<file path="config.mk">
export PLATFORM = sky130hd
export DESIGN_NAME = fwd_hazard_unit
export DESIGN_NICKNAME = d
export VERILOG_FILES = /design/src/rtl/fwd_pkg.sv /design/src/rtl/fwd_operand_mux.sv /design/src/rtl/fwd_hazard_unit.sv
export SDC_FILE = /design/constraint.sdc
export NUM_CORES = 1
export LEC_CHECK = 0
export CAP_MARGIN = 15
export CORE_MARGIN = 3
export CORE_UTILIZATION = 30
export CTS_CLUSTER_DIAMETER = 60
export DETAILED_ROUTE_END_ITERATION = 10
export PLACE_DENSITY = 0.71
export SYNTH_ARGS = -nofsm -noshare
export SYNTH_HDL_FRONTEND = slang
export SYNTH_HIERARCHICAL = 1
export SYNTH_SLANG_ARGS = --single-unit
</file>
<file path="constraint.sdc">
create_clock -name clk -period 4.1 [get_ports clk]
set_input_delay 1.23 -clock clk [delete_from_list [all_inputs] [get_ports clk]]
set_output_delay 1.23 -clock clk [all_outputs]
set_load 0.005 [all_outputs]
</file>
<file path="src/rtl/fwd_pkg.sv">
// Shared types and helpers for the forwarding/hazard unit: scoreboard entry
// layout, the regfile select code and the select-width function.
package fwd_pkg;

    // Scoreboard dst field is sized for the widest register index supported.
    localparam int SB_DST_W   = 8;
    localparam int FWD_SEL_RF = 0;

    typedef struct packed {
        logic                valid;
        logic [SB_DST_W-1:0] dst;
        logic                wen;
        logic                load;
    } sb_entry_t;

    function automatic int fwdSelWidth(input int depth);
        return (depth < 1) ? 1 : $clog2(depth + 1);
    endfunction

endpackage

</file>
<file path="src/rtl/fwd_operand_mux.sv">
// Per-source EX operand selector: regfile value for select 0, otherwise the
// result of the stage named by the select.
module fwd_operand_mux
    import fwd_pkg::*;
#(
    parameter int DATA_W    = 32,
    parameter int FWD_DEPTH = 2,
    parameter int SW        = 2
) (
    input  logic [SW-1:0]               sel,
    input  logic [DATA_W-1:0]           rfVal,
    input  logic [FWD_DEPTH*DATA_W-1:0] stageVal,
    output logic [DATA_W-1:0]           operand
);

    always_comb begin
        operand = rfVal;
        for (int k = 0; k < FWD_DEPTH; k++) begin
            if (sel == SW'(k + 1)) begin
                operand = stageVal[k*DATA_W +: DATA_W];
            end
        end
    end

endmodule

</file>
<file path="src/rtl/fwd_hazard_unit.sv">
// Forwarding and load-use hazard unit with an in-flight destination scoreboard.
// Optional HAZARD_PERF_EN adds saturating stall / forward-event counters.
module fwd_hazard_unit
    import fwd_pkg::*;
#(
    parameter int NUM_SRC   = 2,
    parameter int REG_AW    = 5,
    parameter int DATA_W    = 32,
    parameter int FWD_DEPTH = 2,
    parameter int LOAD_LAT  = 1,
    localparam int SW       = fwdSelWidth(FWD_DEPTH)
) (
    input  logic                        clk,
    input  logic                        reset,
    input  logic                        id_valid,
    input  logic [NUM_SRC*REG_AW-1:0]   id_src_reg,
    input  logic [NUM_SRC-1:0]          id_src_used,
    input  logic [REG_AW-1:0]           id_dst_reg,
    input  logic                        id_reg_write,
    input  logic                        id_mem_read,
    input  logic                        flush,
    input  logic [NUM_SRC*DATA_W-1:0]   ex_rf_val,
    input  logic [FWD_DEPTH*DATA_W-1:0] stage_val,
    output logic                        stall,
    output logic [NUM_SRC*SW-1:0]       ex_fwd_sel,
`ifdef HAZARD_PERF_EN
    output logic [31:0]                 perf_stall_cycles,
    output logic [31:0]                 perf_fwd_events,
`endif
    output logic [NUM_SRC*DATA_W-1:0]   ex_operand
);

    function automatic int availOf(input logic isLoad);
        return isLoad ? 1 + LOAD_LAT : 1;
    endfunction

    sb_entry_t                    sb [FWD_DEPTH];
    logic [NUM_SRC-1:0][SW-1:0]   selP0;
    logic [NUM_SRC-1:0][SW-1:0]   selP1;
    logic [NUM_SRC-1:0]           hazP0;
    logic [SB_DST_W-1:0]          srcIdx;
    logic                         hit;
    logic                         enterP0;

    // ---- ID: youngest matching producer decides; an unready one stalls ----
    always_comb begin
        selP0  = '0;
        hazP0  = '0;
        srcIdx = '0;
        hit    = 1'b0;
        for (int i = 0; i < NUM_SRC; i++) begin
            srcIdx = SB_DST_W'(id_src_reg[i*REG_AW +: REG_AW]);
            hit    = 1'b0;
            if (id_src_used[i] && srcIdx != '0) begin
                for (int k = 0; k < FWD_DEPTH; k++) begin
                    if (!hit && sb[k].valid && sb[k].wen && sb[k].dst == srcIdx) begin
                        hit = 1'b1;
                        if (k + 1 >= availOf(sb[k].load)) selP0[i] = SW'(k + 1);
                        else                               hazP0[i] = 1'b1;
                    end
                end
            end
        end
    end

    assign stall   = id_valid & ~flush & (|hazP0);
    assign enterP0 = id_valid & ~stall & ~flush;

    // ---- ID -> EX: scoreboard shift and registered selects ----
    always_ff @(posedge clk) begin
        sb[0].dst  <= SB_DST_W'(id_dst_reg);
        sb[0].wen  <= id_reg_write;
        sb[0].load <= id_mem_read;
        for (int k = 1; k < FWD_DEPTH; k++) sb[k] <= sb[k-1];
        if (reset) begin
            for (int k = 0; k < FWD_DEPTH; k++) sb[k].valid <= 1'b0;
            selP1 <= {NUM_SRC{SW'(FWD_SEL_RF)}};
        end else begin
            sb[0].valid <= enterP0;
            selP1       <= enterP0 ? selP0 : {NUM_SRC{SW'(FWD_SEL_RF)}};
        end
    end

    assign ex_fwd_sel = selP1;

    // ---- EX: operand muxes driven by the registered selects ----
    for (genvar i = 0; i < NUM_SRC; i++) begin : gMux
        fwd_operand_mux #(
            .DATA_W   (DATA_W),
            .FWD_DEPTH(FWD_DEPTH),
            .SW       (SW)
        ) uMux (
            .sel     (selP1[i]),
            .rfVal   (ex_rf_val[i*DATA_W +: DATA_W]),
            .stageVal(stage_val),
            .operand (ex_operand[i*DATA_W +: DATA_W])
        );
    end

`ifdef HAZARD_PERF_EN
    function automatic logic [31:0] satAdd(input logic [31:0] a, input logic [31:0] inc);
        logic [32:0] sum;
        sum = {1'b0, a} + {1'b0, inc};
        return sum[32] ? '1 : sum[31:0];
    endfunction

    logic [31:0] fwdCnt;

    always_comb begin
        fwdCnt = '0;
        for (int i = 0; i < NUM_SRC; i++) begin
            if (selP0[i] != '0) fwdCnt = fwdCnt + 32'd1;
        end
    end

    always_ff @(posedge clk) begin
        if (reset) begin
            perf_stall_cycles <= '0;
            perf_fwd_events   <= '0;
        end else begin
            perf_stall_cycles <= satAdd(perf_stall_cycles, {31'b0, stall});
            perf_fwd_events   <= satAdd(perf_fwd_events, enterP0 ? fwdCnt : 32'd0);
        end
    end
`endif

endmodule
</file>
# Word-level counts from Yosys, hierarchy flattened
# Memories as Yosys holds them, arrays and structs flattened.
# Cells that the tools add are included.
# Widths: inputs -> output; s select.
[word_totals] n_memories=1 inputBits=151 ram_bits=22 output_inout_bits=69 elab_cells=73 ff_bits=4
[classes] n_lt_le_gt_ge=2 n_reduce_logical=18 n_eq_ne=8 bitwise_logic=11 muxes=31
[mem_list] memory="sb" words=2 word_bits=11 read_ports=2 rd_clocked_by_memory_dff=0 wr=2 line_no="fwd_hazard_unit.sv:37" rtl="sb_entry_t sb [FWD_DEPTH];"
[op_table] operator="$mux 32" n=4
[op_table] operator="$eq 8x5->1" n=4
[op_table] operator="$mux 1" n=20
[op_table] operator="$mux 2" n=7
[op_table] operator="$logic_and 1x1->1" n=11
[op_table] operator="$reduce_bool 5->1" n=2
[op_table] operator="$reduce_or 3->1" n=2
[op_table] operator="$not 1->1" n=5
[op_table] operator="$and 1x1->1" n=4
[op_table] operator="$eq 2x1->1 const B" n=2
[op_table] operator="$eq 2x2->1 const B" n=2
[op_table] operator="$ge 1x2->1 const A" n=1
[op_table] operator="$ge 2x2->1 const A" n=1
[op_table] operator="$logic_not 1->1" n=2
[op_table] operator="$reduce_or 2->1" n=1
[op_table] operator="$or 1x1->1" n=1
[op_table] operator="$or 1x1->1 const A" n=1

# Longest topological paths before layout
# An unclocked memory read counts as a cell.
[depth] depth_word=18 mapped_depth=5 depth_no_buf=5

# Modules after synthesis
# Netlist, hierarchy kept.
[by_module_without_submodules] mod="fwd_operand_mux" n_inst=2 area_per_inst_um2=1082.3 seq_area_each_um2=0.0 cells_per_inst=107
[by_module_without_submodules] mod="fwd_hazard_unit" n_inst=1 area_per_inst_um2=739.5 seq_area_each_um2=380.4 cells_per_inst=67

# Least setup slack after synthesis
# Ideal clock, no wire load.
[synth_path] path_kind="in2out" from="input id_src_reg[6]" to="output stall" path_buffers=0 path_stages=5 setup_slack_ns=0.649 arrival_time_ns=2.221 cell_sequence="or4_1 -> o21ai_2 -> nor4b_1 -> o21ai_2 -> nor3b_1"
[synth_via] elab_chain_cells=12 word_cells_on_any_way=17 classes_between="eq/ne: 2; mux: 6; bitwise: 1; reduce/logical: 8"
[synth_lines] element="start: declaration" line_no="fwd_hazard_unit.sv:16" rtl="input logic [NUM_SRC*REG_AW-1:0] id_src_reg,"
[synth_lines] element="$eq 8x5->1" line_no="fwd_hazard_unit.sv:56" rtl="if (!hit && sb[k].valid && sb[k].wen && sb[k].dst == srcIdx) begin"
[synth_lines] element="$logic_and 1x1->1" line_no="fwd_hazard_unit.sv:56"
[synth_lines] element="$mux 1" line_no="fwd_hazard_unit.sv:56"
[synth_lines] element="$mux 1" line_no="fwd_hazard_unit.sv:54" rtl="if (id_src_used[i] && srcIdx != '0) begin"
[synth_lines] element="$logic_not 1->1" line_no="fwd_hazard_unit.sv:56"
[synth_lines] element="$logic_and 1x1->1 (3 in series)" line_no="fwd_hazard_unit.sv:56"
[synth_lines] element="$mux 1" line_no="fwd_hazard_unit.sv:56"
[synth_lines] element="$mux 1 (*)" line_no="fwd_hazard_unit.sv:54"
[synth_lines] element="$reduce_or 2->1 (*)" line_no="fwd_hazard_unit.sv:66" rtl="assign stall = id_valid & ~flush & (|hazP0);"
[synth_lines] element="$and 1x1->1 (*)" line_no="fwd_hazard_unit.sv:66"
[synth_lines] element="end: declaration" line_no="fwd_hazard_unit.sv:24" rtl="output logic stall,"
# Mark *: on every way between the ends. The rest lies on a longest branch, timed or not. The select of a mux whose other input is x is not followed.

# Worst setup path in the final report
[layout_path] from="input id_src_reg[1]" to="output stall"
# The elaborated chain is that of the path after synthesis.

==> results.json <==
{
  "routed-via-count": 3145,
  "cp-startpoint": "id_src_reg[1]",
  "fin_ws_ns": 0.0218,
  "cts_sinks": 19,
  "fin_area_mm2": 0.00535,
  "reg2reg_depth": 7,
  "fin_crit_sh_pct": 99.5,
  "drc": 0,
  "yosysUniqueCellTypes": 25,
  "crit_end": "stall",
  "synthToLayoutAreaGrowth_pct": 84.2,
  "fin_crit_ns": 4.08,
  "die_area_mm2": 0.0109,
  "r2r-end": "ex_fwd_sel[3]$_SDFF_PP0_",
  "syn_avg_cell_area_um2": 10.3,
  "r2r_slack_ns": 2.40,
  "hp-start": "sb[0][1]$_DFF_P_",
  "grt_pass1_wl_um": 16800,
  "required_ns": 2.87,
  "start_util_pct": 31.1,
  "overflow": 0,
  "dr.pass1.iters": 3,
  "dp_hpwl_um": 8330,
  "grt_use_total_pct": 18.1,
  "io_buffer_count": 219,
  "path_cells": "clkdlybuf4s50_1 > or4_4 > o21ai_4 > nor4_4 > o21ai_4 > nor3b_2 > buf_2",
  "wl_per_cell_um": 16.5,
  "ir_drop_mv": 0.179,
  "row_count": 35,
  "p_leak_nw": 1.61,
  "design.core.area_mm2": 0.00933,
  "maxSlewViolCount": 0,
  "fmax_ghz": 0.245,
  "nets": 659,
  "synth_area_mm2": 0.00290,
  "final_cell_mix": "clkdlybuf4s50_1 (209), mux2i_1 (192), buf_4 (21)",
  "path_common_cell": "o21ai_4",
  "hold_path_class": "flop to flop",
  "cp_max_fo": 2,
  "fillers": 860,
  "cts_inserted_buffers": 3,
  "clock_latency_ns": 0.25,
  "antenna_cells": 0,
  "finalHoldViolCount": 0,
  "max-clock-path-buffers": 2,
  "final_cells": 636,
  "drv_cap": 0,
  "cts_max_level": 1,
  "slew_headroom_pct": 60.6,
  "fp.dieH_um": 104,
  "outcome": "completed",
  "worst-setup-path-type": "input port to output pin",
  "worstReg2RegStart": "sb[0][6]$_DFF_P_",
  "path_clk_slew_ns": 0.07,
  "drt-total-wl_um": 10500,
  "fin_skew_ns": 0.00182,
  "grt_max_degree": 34,
  "ys_seq_area_share_pct": 13.1,
  "drt_iter0_drc": 52,
  "first_global_vias": 3374,
  "place_congestion": 0.849,
  "final_common_cell": "clkdlybuf4s50_1",
  "ys_ff_latch": 19,
  "critPathLaunchType": "input port",
  "fp.dieW_um": 104,
  "root_buffer": "clkbuf_8",
  "synthCells": 281,
  "ys_warn_count": 6,
  "grt_antenna_before_repair": 0,
  "power.density_mw_per_mm2": 124,
  "cp-end-kind": "output pin",
  "place_area_mm2": 0.00524,
  "via_per_inst": 4.94,
  "io_pins": 220,
  "drive_gt1_share_pct": 8.68,
  "synth_fp_nets": 432,
  "tritoncts": "done",
  "dp_cells": 629,
  "setup_violations": 0,
  "post-place-ws_ns": -0.427,
  "crit_arrival_ns": 2.85,
  "final_antenna_net_count": 0,
  "tightest_slew_ns": 0.591,
  "crit_path_top_delay_cell": "or4_4",
  "max_stage_delay_ns": 0.57
}
==> stage by stage <==
stage                     hold WS, ns  setup TNS, ns  util [%]  total power (W)
after global routing            0.376        -0.0145      57.3         0.000700
after floorplan                 0.331              0         -         0.000283
final                           0.362              0      57.3         0.000663
after CTS                       0.365              0      57.2         0.000668
after global placement          0.356         -0.389      56.2         0.000529
after detailed placement        0.357         -0.427      56.2         0.000536
==> registers in the layout (all words and copies together) (netlist names) <==
signal	cells
ex_fwd_sel	4
sb	15
==> kinds of logic (layout without fill, tap and decap cells) <==
kind of cell / after synthesis / count (layout) / synth area share (%)
buffers and inverters: 22 / 248 / 8.36
flip-flops: 19 / 19 / 13.1
AO/OA/AOI/OAI: 4 / 4 / 1.08
XOR/XNOR: 20 / 20 / 6.03
multiplexers: 192 / 192 / 66.2
AND/OR/NAND/NOR: 24 / 24 / 5.26
==> power breakdown <==
group	switching [W]	internal, W	total (W)
clock	0.0000595	0.0000675	0.000127
combinational	0.000103	0.000235	0.000338
sequential	0.00000720	0.000191	0.000198
total	0.000169	0.000493	0.000663
==> layer usage <==
| layer | GRT usage (%) | share of wire (%) |
|---|---|---|
| met5 | 0 | 0 |
| met4 | 3.13 | 1.4 |
| met3 | 3.29 | 6.3 |
| met2 | 35.2 | 53 |
| met1 | 20.5 | 39 |
==> cells in the mapped netlist, drive strengths merged <==
cell	number	area, um^2
and4	1	8.76
buf	20	233
clkbuf	2	10.0
dfxtp	19	380
mux2i	192	1920
nand2	4	15.0
nand3	2	10.0
nand4	1	6.26
nor2	2	7.51
nor2b	2	12.5
nor3	1	5.00
nor3b	2	15.0
nor4	3	18.8
nor4b	2	23.8
o21ai	3	22.5
o41ai	1	8.76
or3	1	6.26
or3b	1	8.76
or4	2	15.0
xnor2	13	114
xor2	7	61.3
==> final cells by class <==
class,instances,area (um^2),share of cell area [%]
clock inverter,1,5.00,0.0936
timing repair buffer,244,2420,45.2
tap,129,161,3.02
multi-input combinational,240,2330,43.6
clock buffer,3,41.3,0.772
sequential,19,390,7.30
==> worst max-delay path, delay by kind of cell <==
kind            cells  cell delay, ns
buf+inv             2            0.55
simple gates        3            0.70
compound gates      2            0.36
==> worst min-delay path by stage <==
stage | endpoint | slack, ns | cells after the start
final | sb[1][1]$_DFF_P_ | 0.36 | 0
after floorplan | sb[1][1]$_DFF_P_ | 0.33 | 0
after global routing | sb[1][1]$_DFF_P_ | 0.38 | 0
after detailed placement | sb[1][1]$_DFF_P_ | 0.36 | 0
after CTS | sb[1][1]$_DFF_P_ | 0.37 | 0
after global placement | sb[1][1]$_DFF_P_ | 0.36 | 0
==> timing repair <==
action                                  CTS  global route
endpoints found under the setup margin    1             1
pin swaps                                 7             4
gates resized for setup                  19             3
hold buffers                              0             0
setup buffers                             3             0
(Power assumes the default switching activity.)
==> patch 1: new RTL, same flow settings <==
`FWD_DEPTH` is set to 2 in 2 places; all go to 4.
--- a/src/rtl/fwd_operand_mux.sv
+++ b/src/rtl/fwd_operand_mux.sv
@@ -4,7 +4,7 @@
     import fwd_pkg::*;
 #(
     parameter int DATA_W    = 32,
-    parameter int FWD_DEPTH = 2,
+    parameter int FWD_DEPTH = 4,
     parameter int SW        = 2
 ) (
     input  logic [SW-1:0]               sel,
--- a/src/rtl/fwd_hazard_unit.sv
+++ b/src/rtl/fwd_hazard_unit.sv
@@ -6,7 +6,7 @@
     parameter int NUM_SRC   = 2,
     parameter int REG_AW    = 5,
     parameter int DATA_W    = 32,
-    parameter int FWD_DEPTH = 2,
+    parameter int FWD_DEPTH = 4,
     parameter int LOAD_LAT  = 1,
     localparam int SW       = fwdSelWidth(FWD_DEPTH)
 ) (
Ports: changed (resized ex_fwd_sel and stage_val); port bits go from 220 to 286. The function was not compared with the original's and may differ.
==> patch 1 against the unedited design <==
- worst setup slack gained 0.062 ns
- wire length rose by 110%
- count of clock-buffer cells in the layout increased by 2
- critical path type unchanged
- total power increased by 79%
- sequential cell count is 16 higher
- final area is 47% higher
- area after synthesis increased by 68%
- hold slack got worse by 0.0065 ns
==> patch 1: results (changes against the unedited design) <==
{| class="wikitable"
! Metric !! Value
|-
| Root buf cell || sky130_fd_sc_hd__clkbuf_16 (was sky130_fd_sc_hd__clkbuf_8)
|-
| Number of library cell types mapped by synthesis || 35 (was 25)
|-
| Utilization of the core after routing || 49.3% (was 57.3%)
|-
| Cell at the slowest stage of the critical path || sky130_fd_sc_hd__clkdlybuf4s50_1 (was sky130_fd_sc_hd__or4_4)
|-
| List of most frequent post-synthesis cells || 116 x sky130_fd_sc_hd__o21ai_0, 67 x sky130_fd_sc_hd__nand2_1, 66 x sky130_fd_sc_hd__nor3_1 (was 192 x sky130_fd_sc_hd__mux2i_1, 19 x sky130_fd_sc_hd__dfxtp_1, 13 x sky130_fd_sc_hd__xnor2_1)
|-
| Detailed Route Iter0 Violations || 477 (was 52)
|-
| Highest cell delay on the worst timing path || 0.45 ns (was 0.57 ns)
|-
| Net Count, Synth || 871 (was 432)
|-
| Via-to-Cell Ratio || 5.58 (was 4.94)
|-
| First-pass GRT wire length || 33.3 mm (was 16.8 mm)
|-
| Inserted Clock Buffers || 5 (was 3)
|-
| Vias post-DR || 6,224 (was 3,145)
|-
| Detailed Routing Iterations Pass 1 || 7 (was 3)
|-
| Vias in the first global route || 5,906 (was 3,374)
|-
| Mean Syn Cell Area || 7.45 um^2 (was 10.3 um^2)
|-
| Maximum fanout count along the critical path || 3 (was 2)
|-
| Cell count after placement || 1,106 (was 629)
|-
| Instance area after placement || 7710 um^2 (was 5240 um^2)
|-
| Cell types occupying the most area after synthesis || sky130_fd_sc_hd__dfxtp_1 14%, sky130_fd_sc_hd__a32o_1 13%, sky130_fd_sc_hd__mux2i_1 13%, sky130_fd_sc_hd__o21ai_0 12%, sky130_fd_sc_hd__or3_1 8.2% (was sky130_fd_sc_hd__mux2i_1 66%, sky130_fd_sc_hd__dfxtp_1 13%, sky130_fd_sc_hd__buf_8 6.2%, sky130_fd_sc_hd__xnor2_1 3.9%, sky130_fd_sc_hd__xor2_1 2.1%)
|-
| Final Skew || 0.00261 ns (was 0.00182 ns)
|-
| Final wirelength || 22.3 mm (was 10.5 mm)
|-
| I/O Buffers || 285 (was 219)
|-
| Status || finished clean (unchanged)
|-
| Antenna violations before repair || 2 (was 0)
|-
| Peak supply drop || 0.248 mV (was 0.179 mV)
|-
| Routability congestion estimate from global placement || 0.899 (was 0.849)
|-
| Worst slew margin relative to its limit || 52.1% (was 60.6%)
|-
| Crit path arrival time || 2.79 ns (was 2.85 ns)
|-
| Post-DP HPWL || 16.1 mm (was 8.33 mm)
|-
| Global Route Usage Sum || 23.2% (was 18.1%)
|-
| Leak Pwr || 2.40 nW (was 1.61 nW)
|}
==> patch 1: cell count changes in the layout (fill, tap and decap cells not counted), moves of 14 or more <==
cell,delta
sky130_fd_sc_hd__nand2_1,+63
sky130_fd_sc_hd__clkdlybuf4s50_1,+67
sky130_fd_sc_hd__o21ai_1,+14
sky130_fd_sc_hd__o21ai_0,+114
sky130_fd_sc_hd__nor3_1,+65
sky130_fd_sc_hd__a32o_1,+64
sky130_fd_sc_hd__or3_1,+63
sky130_fd_sc_hd__dfxtp_1,+16
sky130_fd_sc_hd__mux2i_1,-128
==> patch 1: through the flow <==
step                TNS, ns  worst slack, ns
detailed placement   -0.370           -0.370
global placement     -0.370           -0.370
finish                    0           0.0834
floorplan                 0            0.477
CTS                       0           0.0477
global route              0          0.00413
==> patch 1: area by class of cell <==
cell class              count  share of cell area [%]
repair buffers            315                    39.5
inverters                   3                   0.143
flip-flops and latches     35                    9.07
clock buffers               5                    1.59
multi-input cells         538                    46.0
well taps                 216                    3.44
clock inverters             3                   0.191
diodes                      1                  0.0318
==> patch 1: logic make-up after synthesis <==
logic type	count (synthesis)	synth area share, %
AO/OA/AOI/OAI	206	28.3
XOR/XNOR	40	7.17
buffers and inverters	83	11.9
flip-flops	35	14.3
multiplexers	64	13.1
AND/OR/NAND/NOR	228	25.3
==> patch 1: report_power, final <==
part           internal [W]  switching (W)  leakage (nW)  total, W
registers          0.000353      0.0000136         0.295  0.000366
clock network      0.000220       0.000136        0.0649  0.000357
logic              0.000316       0.000143          2.04  0.000460
==> patch 1: critical path: cells and delay by family <==
family | cells | cell delay (ns)
buf+inv | 2 | 0.71
simple gates | 2 | 0.47
compound gates | 2 | 0.37
==> patch 1: path summary, 6_finish.rpt <==
check	start	endpoint	slack, ns	cells after the start
max	id_src_reg[7]	stall	0.08	6
max reg2reg	sb[1][2]	ex_fwd_sel[3]	2.55	5
min reg2reg	sb[1][1]	sb[1][12]	0.36	0
min	sb[1][1]	sb[1][12]	0.36	0
==> patch 1: repair_timing <==
action | 4_1_cts | 5_1_grt
endpoints found under the setup margin | 1 | 3
resized for setup | 9 | 5
hold buffers | 0 | 0
gates cloned | 0 | 0
pin swaps | 2 | 1
buffers inserted | 1 | 0
==> patch 1: routing by layer <==
metal / global-route usage (%) / up-vias / share of wire [%]
met5: 0 / - / 0.049
met4: 6.17 / 2 / 2.0
met3: 5.40 / 34 / 9.0
met2: 39.0 / 325 / 47
met1: 29.9 / 2894 / 42
li1: - / 2969 / -
==> patch 2: new RTL, config.mk and constraints unchanged <==
Made on the original files. Add a define of `HAZARD_PERF_EN`.
--- a/src/rtl/fwd_hazard_unit.sv
+++ b/src/rtl/fwd_hazard_unit.sv
@@ -1,5 +1,7 @@
 // Forwarding and load-use hazard unit with an in-flight destination scoreboard.
 // Optional HAZARD_PERF_EN adds saturating stall / forward-event counters.
+`define HAZARD_PERF_EN
+
 module fwd_hazard_unit
     import fwd_pkg::*;
 #(
Formal check against the unedited RTL (old outputs only; new: perf_fwd_events and perf_stall_cycles): equivalent (Yosys induction, for registers that start in step).
==> patch 2 against the unedited design <==
- the flow now finishes with violations (setup timing)
- worst setup slack worse by 0.098 ns
- wire length is 100% higher
- sequential cell count is 64 higher
- synthesized cell count is 130% higher
- area after synthesis is 110% higher
- final area is 87% higher
- total power grew to 3.1 times the old value
- non-clock buffer count is 80 higher
- sequential share of layout area is 9.4 points higher
- via count is 93% higher
- highest routed layer is now met5
==> patch 2: results (changes against the unedited design) <==
{| class="wikitable"
! Metric !! Value
|-
| Vias post-DR || 6,064 (was 3,145)
|-
| Final nets || 1,086 (was 659)
|-
| Worst slew margin relative to its limit || 46.4% (was 60.6%)
|-
| Clock buffer count in the final layout || 11 (was 3)
|-
| Cell at the slowest stage of the critical path || sky130_fd_sc_hd__or4_1 (was sky130_fd_sc_hd__or4_4)
|-
| Post-DP HPWL || 16.4 mm (was 8.33 mm)
|-
| Net Count, Synth || 794 (was 432)
|-
| XOR/XNOR Fraction of Synth Area || 9.83% (was 6.03%)
|-
| Root buf cell || sky130_fd_sc_hd__clkbuf_16 (was sky130_fd_sc_hd__clkbuf_8)
|-
| Number of inserted diodes || 1 (was 0)
|-
| Number of failing setup endpoints in the final timing report || 32 (was 0)
|-
| Number of library cell types mapped by synthesis || 50 (was 25)
|-
| Detailed Route Iter0 Violations || 156 (was 52)
|-
| Pre-CTS setup slack || -0.808 ns (was -0.427 ns)
|-
| Crit path from || id_src_reg[9] (was id_src_reg[1])
|-
| Crit path arrival time || 4.38 ns (was 2.85 ns)
|-
| Final Skew || 0.0133 ns (was 0.00182 ns)
|-
| Leak Pwr || 3.20 nW (was 1.61 nW)
|-
| Seq/Total Area, Yosys || 27.4% (was 13.1%)
|-
| Clock net power || 0.000887 W (was 0.000127 W)
|-
| Inverters excl. clock || 13 (was 0)
|-
| Count of non-CTS buffers in the layout || 324 (was 244)
|-
| First-pass GRT wire length || 32.5 mm (was 16.8 mm)
|-
| Worst-Skew Late Latency || 0.33 ns (was 0.25 ns)
|-
| Register fraction of the total cell area || 16.7% (was 7.30%)
|-
| Complex-gate fraction of the synthesized area || 7.25% (was 1.08%)
|-
| Worst Slack Setup Final || -0.0763 ns (was 0.0218 ns)
|-
| Pin count of the biggest net entering global routing || 62 (was 34)
|-
| Status || finished with violations (was finished clean)
|-
| Violated checks || setup timing
|-
| Highest cell delay on the worst timing path || 0.55 ns (was 0.57 ns)
|-
| Setup Buffers After CTS || 8 (was 3)
|-
| Peak supply drop || 0.233 mV (was 0.179 mV)
|}
==> patch 2: cell types whose count changed after synthesis, moves of 9 or more <==
cell | before | now
sky130_fd_sc_hd__dfxtp_1 | 19 | 83
sky130_fd_sc_hd__nand2_1 | 4 | 24
sky130_fd_sc_hd__nand3_1 | 2 | 22
sky130_fd_sc_hd__nor4_1 | 3 | 12
sky130_fd_sc_hd__nor2_1 | 2 | 15
sky130_fd_sc_hd__buf_2 | 6 | 15
sky130_fd_sc_hd__a21oi_1 | 0 | 57
sky130_fd_sc_hd__inv_1 | 0 | 13
sky130_fd_sc_hd__xnor2_1 | 13 | 42
sky130_fd_sc_hd__nor3_1 | 1 | 12
sky130_fd_sc_hd__xor2_1 | 7 | 26
sky130_fd_sc_hd__nand4_1 | 1 | 18
==> patch 2: final timing paths <==
kind                    endpoint  slack (ns)  cells past startpoint
min                     sb[1][1]        0.36                      0
max reg2reg  perf_fwd_events[28]        0.48                     14
min reg2reg             sb[1][1]        0.36                      0
max          perf_fwd_events[28]       -0.08                     15
==> patch 2: routing by layer <==
metal / up-vias / part of all wire (%)
met4: 2 / 2.1
met1: 2905 / 42
met5: - / 0.056
met3: 27 / 6.9
li1: 2930 / -
met2: 200 / 49
==> patch 2: through the flow <==
| stage | TNS [ns] | instance area, um^2 | instances | total power, W | hold slack, ns |
|---|---|---|---|---|---|
| after CTS | -2.10 | 9750 | 1194 | 0.00208 | 0.364 |
| after detailed placement | -43.57 | 9300 | 1171 | 0.00119 | 0.354 |
| after global routing | -5.76 | 10000 | 1200 | 0.00215 | 0.371 |
| after global placement | -40.15 | 9300 | 1171 | 0.00118 | 0.341 |
| after floorplan | -0.864 | 6190 | 637 | 0.000933 | 0.331 |
| final | -1.45 | 10000 | 1200 | 0.00206 | 0.363 |
